File: src/rtl/cache_perf_pkg.sv
// Shared constants for the cache performance counter block:
// read-map addresses, status field layout and default widths.
package cache_perf_pkg;
  localparam int CNT_W_DEF   = 64;
  localparam int N_CNT       = 4;
  localparam int ADDR_IA     = 0;
  localparam int ADDR_IM     = 1;
  localparam int ADDR_DA     = 2;
  localparam int ADDR_DM     = 3;
  localparam int ADDR_STATUS = 4;
  localparam int ST_SAT_LSB  = 0;
  localparam int ST_SAT_W    = 4;
  localparam int ST_SNAP_LSB = 4;
  localparam int ST_SNAP_W   = 16;
  localparam int ST_W        = 20;
endpackage

File: src/rtl/perf_sat_counter.sv
// Saturating event counter with a sticky overflow-attempt flag.
// clear and rst zero both the count and the flag.
module perf_sat_counter #(
  parameter int W = 64
) (
  input  logic         clk,
  input  logic         rst,
  input  logic         clear,
  input  logic         inc,
  output logic [W-1:0] count,
  output logic         sat
);
  logic [W-1:0] r_count;
  logic         r_sat;

  always_ff @(posedge clk) begin
    if (rst || clear) begin
      r_count <= '0;
      r_sat   <= 1'b0;
    end else if (inc) begin
      if (&r_count) r_sat <= 1'b1;
      else          r_count <= r_count + 1'b1;
    end
  end

  assign count = r_count;
  assign sat   = r_sat;
endmodule

File: src/rtl/cache_perf_reader.sv
// I/D-cache access and miss counters with atomic snapshot
// and a single-entry valid/ready read port.
module cache_perf_reader
  import cache_perf_pkg::*;
#(
  parameter int CNT_W  = CNT_W_DEF,
  parameter int ADDR_W = 3
) (
  input  logic              clk,
  input  logic              rst,
  input  logic              ic_valid,
  input  logic              ic_miss,
  input  logic              dc_valid,
  input  logic              dc_miss,
  input  logic              cnt_en,
  input  logic              clear,
  input  logic              snap,
  input  logic              rd_req_valid,
  output logic              rd_req_ready,
  input  logic [ADDR_W-1:0] rd_addr,
  output logic              rd_resp_valid,
  input  logic              rd_resp_ready,
  output logic [CNT_W-1:0]  rd_data,
  output logic              rd_err
);
  logic [N_CNT-1:0] w_inc;
  logic [N_CNT-1:0] w_sat;
  logic [CNT_W-1:0] w_cnt [N_CNT];
  logic [CNT_W-1:0] r_snap [N_CNT];
  logic [ST_SNAP_W-1:0] r_snap_cnt;
  logic [ST_W-1:0]  w_stat;
  logic [CNT_W-1:0] w_rdata;
  logic             w_err;
  logic             w_accept;
  logic             r_resp_valid;
  logic [CNT_W-1:0] r_data;
  logic             r_err;

  assign w_inc[0] = ic_valid & cnt_en;
  assign w_inc[1] = ic_valid & ic_miss & cnt_en;
  assign w_inc[2] = dc_valid & cnt_en;
  assign w_inc[3] = dc_valid & dc_miss & cnt_en;

  for (genvar g = 0; g < N_CNT; g++) begin : g_cnt
    perf_sat_counter #(.W(CNT_W)) u_cnt (
      .clk   (clk),
      .rst   (rst),
      .clear (clear),
      .inc   (w_inc[g]),
      .count (w_cnt[g]),
      .sat   (w_sat[g])
    );
  end

  // Snapshot sees the pre-edge counts, so snap+clear keeps old values.
  always_ff @(posedge clk) begin
    if (rst) begin
      for (int i = 0; i < N_CNT; i++) r_snap[i] <= '0;
      r_snap_cnt <= '0;
    end else if (snap) begin
      for (int i = 0; i < N_CNT; i++) r_snap[i] <= w_cnt[i];
      r_snap_cnt <= r_snap_cnt + 1'b1;
    end
  end

  assign w_stat[ST_SAT_LSB +: ST_SAT_W]   = w_sat;
  assign w_stat[ST_SNAP_LSB +: ST_SNAP_W] = r_snap_cnt;

  always_comb begin
    w_rdata = '0;
    w_err   = 1'b0;
    case (int'(rd_addr))
      ADDR_IA:     w_rdata = r_snap[0];
      ADDR_IM:     w_rdata = r_snap[1];
      ADDR_DA:     w_rdata = r_snap[2];
      ADDR_DM:     w_rdata = r_snap[3];
      ADDR_STATUS: w_rdata = CNT_W'(w_stat);
      default:     w_err   = 1'b1;
    endcase
  end

  assign rd_req_ready = !r_resp_valid || rd_resp_ready;
  assign w_accept     = rd_req_valid && rd_req_ready;

  always_ff @(posedge clk) begin
    if (rst) begin
      r_resp_valid <= 1'b0;
      r_data       <= '0;
      r_err        <= 1'b0;
    end else if (w_accept) begin
      r_resp_valid <= 1'b1;
      r_data       <= w_rdata;
      r_err        <= w_err;
    end else if (rd_resp_ready) begin
      r_resp_valid <= 1'b0;
    end
  end

  assign rd_resp_valid = r_resp_valid;
  assign rd_data       = r_data;
  assign rd_err        = r_err;
endmodule
File: config.mk
export PLATFORM = sky130hd
export DESIGN_NAME = cache_perf_reader
export DESIGN_NICKNAME = d
export VERILOG_FILES = /design/src/rtl/cache_perf_pkg.sv /design/src/rtl/perf_sat_counter.sv /design/src/rtl/cache_perf_reader.sv
export SDC_FILE = /design/constraint.sdc
export NUM_CORES = 1
export LEC_CHECK = 0
export ABC_CLOCK_PERIOD_IN_PS = 4100
export BUFFER_PORTS_ARGS = -buffer_cell sky130_fd_sc_hd__buf_4
export CAP_MARGIN = 20
export CORE_ASPECT_RATIO = 0.6
export CORE_MARGIN = 2
export CORE_UTILIZATION = 56
export CTS_BUF_LIST = sky130_fd_sc_hd__clkbuf_16
export DETAILED_ROUTE_END_ITERATION = 10
export PLACE_DENSITY = 0.76
export SLEW_MARGIN = 0
export SYNTH_ARGS = -nofsm -noshare
export SYNTH_HDL_FRONTEND = slang
export SYNTH_SLANG_ARGS = --single-unit
File: constraint.sdc
create_clock -name clk -period 4.1 [get_ports clk]
set_clock_uncertainty 0.1 [all_clocks]
set_input_delay 0.205 -clock clk [delete_from_list [all_inputs] [get_ports clk]]
set_output_delay 0.205 -clock clk [all_outputs]
set_load 0.01 [all_outputs]
==> impl_results.rst <==
.. list-table::
   :header-rows: 1

   * - Metric
     - Value
   * - Syn. warnings
     - 0
   * - Share of the clock period used by the worst path
     - 0.8245
   * - Critical Path Source Type
     - register
   * - DR vias
     - 21,950
   * - Origin of the critical flop-to-flop path
     - g_cnt[0].u_cnt.count[50]
   * - Clock edge transition at the registers on the reported setup and hold paths
     - 60 ps
   * - Boundary Pins
     - 81
   * - Final hold violations
     - 0
   * - Final HPWL DP
     - 56,340 µm
   * - Length of the first detailed-routing pass in iterations
     - 6
   * - # port buffers
     - 80
   * - Class of the tightest hold or removal check
     - primary input to register
   * - Avg Vias per Cell
     - 6.505
   * - Startpoint of the lowest-slack hold path
     - rd_addr[1]
   * - Areal power density over the cells
     - 388.2 nW/µm²
   * - Count leader, synth
     - dfxtp_1
   * - Post-Place Cell Area
     - 28,540 µm²
   * - Die Height
     - 175.5 µm
   * - Sum of overflow across all layers after global routing
     - 0
   * - Largest net degree at the start of global routing
     - 257
   * - Core area
     - 48,100 µm²
   * - Die Wd
     - 289.8 µm
   * - Number of DRC markers in iteration 0
     - 2,898
   * - Area contributors post-synth
     - edfxtp_1 28%, dfxtp_1 25%, and2_1 6.0%, nor2_1 3.8%, mux4_2 3.7%
   * - Area of the mapped netlist
     - 27,440 µm²
   * - Fillers
     - 3,830
   * - Setup repair after global routing missed its margin
     - false
   * - Launch point of the worst path
     - g_cnt[0].u_cnt.count[50]
   * - Number of max-slew violations in the final report
     - 0
   * - Maximum capacitance violations
     - 0
   * - FMAX
     - 295.8 MHz
   * - Slew margin rel.
     - 0.3337
   * - GRT met1 Usage
     - 0.4916
   * - Synthesized area divided by synthesized cell count
     - 10.27 µm²
   * - Clock tree buffer depth
     - 3
   * - Number of levels in the clock H-tree
     - 2
   * - Initial Utilization
     - 0.5705
   * - Setup WS post-layout
     - 719.5 ps
   * - Initial antenna violation count
     - 12
   * - Clock root buffer
     - clkbuf_16
   * - Post-detailed-route DRC marker count
     - 0
   * - Top flip-flop cell by instance count after synthesis
     - dfxtp_1
   * - Final setup fails
     - 0
   * - Area Overhead vs Synth
     - 10.20%
   * - Total routing usage reported by global routing
     - 0.3126
   * - Number of nets in the synthesized netlist
     - 2,691
   * - Post-layout power
     - 0.01174 W
   * - Status
     - complete, no violations
   * - Post-synthesis instance total
     - 2,672
   * - CTS resizes
     - 0
   * - Final critical delay including setup and external delays
     - 3380 ps
   * - #FFs+latches synth
     - 598
   * - Cell area after layout
     - 30,240 µm²
   * - Cell with the largest stage delay on the worst path
     - o21ai_4
   * - Arrival time reported for the critical path endpoint
     - 3800 ps
   * - Worst stage delay on the critical path
     - 850 ps
   * - Post-placement setup slack
     - 830.5 ps
   * - Setup crit end kind
     - register
   * - Inserted Clock Buffers
     - 54
   * - Highest fanout seen on the critical path
     - 36
   * - VDD IR max
     - 0.0003526 V
   * - First-pass GRT wire length
     - 121,200 µm
   * - Vias in the first global route
     - 19,550
   * - CTS tree
     - yes
   * - Transition time at the pin with the least slew margin
     - 995.6 ps
   * - Number of flops mapped to enable cells by yosys
     - 256
   * - Total die area
     - 50,850 µm²
   * - Skew-Pair Late Insertion Delay
     - 600 ps
   * - Fraction of layout instances using a drive strength above 1
     - 0.1003
   * - Net count reported at finish
     - 2,706
   * - GRT met2 Usage
     - 0.4048
   * - WP data required
     - 4520 ps
   * - Largest area contributor in the synthesized netlist
     - edfxtp_1
   * - Global route hottest layer
     - met1
   * - Cell row count
     - 62
   * - Clock sink count
     - 598
   * - Antenna-violating nets left
     - 0
   * - Cell Chain, Critical Path
     - nand4_2 -> or4_4 -> or4b_1 -> o21ai_4 -> o31ai_1 -> a21oi_1
   * - Fraction of synthesis flops using an asynchronous set or reset pin
     - 0
   * - Total wirelength of the detailed-routed design
     - 80,420 µm
   * - Most frequent cells after synthesis
     - 342 x dfxtp_1, 276 x nor2_1, 265 x and2_1
   * - Final weighted congestion in routability-driven placement
     - 0.9636
   * - Wire length per cell
     - 23.83 µm
   * - Worst setup path category
     - register to register
   * - Top cell type's share of synthesized area
     - 0.2802
   * - Fraction of the yosys area taken by sequential cells
     - 0.5297
   * - Cell leakage power
     - 10.09 nW
   * - Final total negative setup slack
     - 0 ps
   * - Count of unique library cells instantiated by Yosys
     - 67
   * - Met3 track demand over resource in global routing
     - 0.1175
## per-stage QoR
stage	instances	hold slack (ps)	util
final	3375	210.4	0.6287
after global routing	3373	180.8	0.6286
after CTS	3371	145.9	0.6281
after floorplan	2672	214.7	-
after detailed placement	3264	350.3	0.5933
after global placement	3264	339.4	0.5933
## state kept, by name (all words and copies together), names as in the netlist
signal,flops
rd_data,64
rd_err,1
rd_resp_valid,1
g_cnt.u_cnt.sat,4
g_cnt.u_cnt.count,256
r_snap_cnt,16
r_snap,256
## kinds of logic after synthesis
kind of cell	share of synthesized area
flops	0.5297
simple gates	0.2386
buf+inv	0.02781
fa+ha+maj	0.002280
compound gates	0.1089
mux	0.05412
xor+xnor	0.03862
## path summary, 6_finish.rpt
kind | depth (start not counted) | to | slack, ps
max | 6 | g_cnt[0].u_cnt.count[44] | 720
min | 6 | rd_data[9] | 210
max reg2reg | 6 | g_cnt[0].u_cnt.count[44] | 720
min reg2reg | 2 | rd_data[14] | 390
## final cells by class
type,count,area (µm²),share of cell area
Sequential cell,598,14530,0.4806
Tap cell,640,800.8,0.02648
Timing Repair Buffer,121,998.5,0.03302
Multi-Input combinational cell,1887,12190,0.4031
Antenna cell,3,7.507,0.0002483
Clock inverter,45,214.0,0.007075
Inverter,25,93.84,0.003103
Clock buffer,56,1401,0.04634
## timing repair
item / 4_1_cts / 5_1_grt
endpoints found under the hold margin: 29 / 0
buffers inserted: 0 / 0
hold buffers: 6 / 0
## per-layer routing
layer  routed length [µm]  vias up
met1                35320    10700
met3                12130      127
met4                 1405       12
met5                   99        -
li1                     -     9904
met2                31460     1209
## cells in the final DEF (no fill, tap or decap), types with 56 or more instances in the layout
cell,n
nor2_1,274
and2_1,265
a21oi_1,164
xnor2_1,63
clkbuf_16,56
nand2_1,149
o21ai_0,58
nand3_1,102
or3_1,85
dfxtp_1,342
a22oi_1,63
nand4_1,89
edfxtp_1,256
buf_4,109
xor2_1,58
## worst max-delay path: cells and delay by family, from the launching register on
family           cells  cell delay [ps]
AND/OR/NAND/NOR      3             1480
AO/OA/AOI/OAI        3             1240
flip-flops           1              470
## power breakdown
part	leakage (nW)	switching, W	internal [W]	total [W]
clock network	0.878	0.00224	0.00252	0.00476
logic	3.65	0.000349	0.000170	0.000519
registers	5.56	0.000116	0.00634	0.00646
total	10.1	0.00270	0.00903	0.0117
No activity file was read; power rests on OpenSTA's default activity.
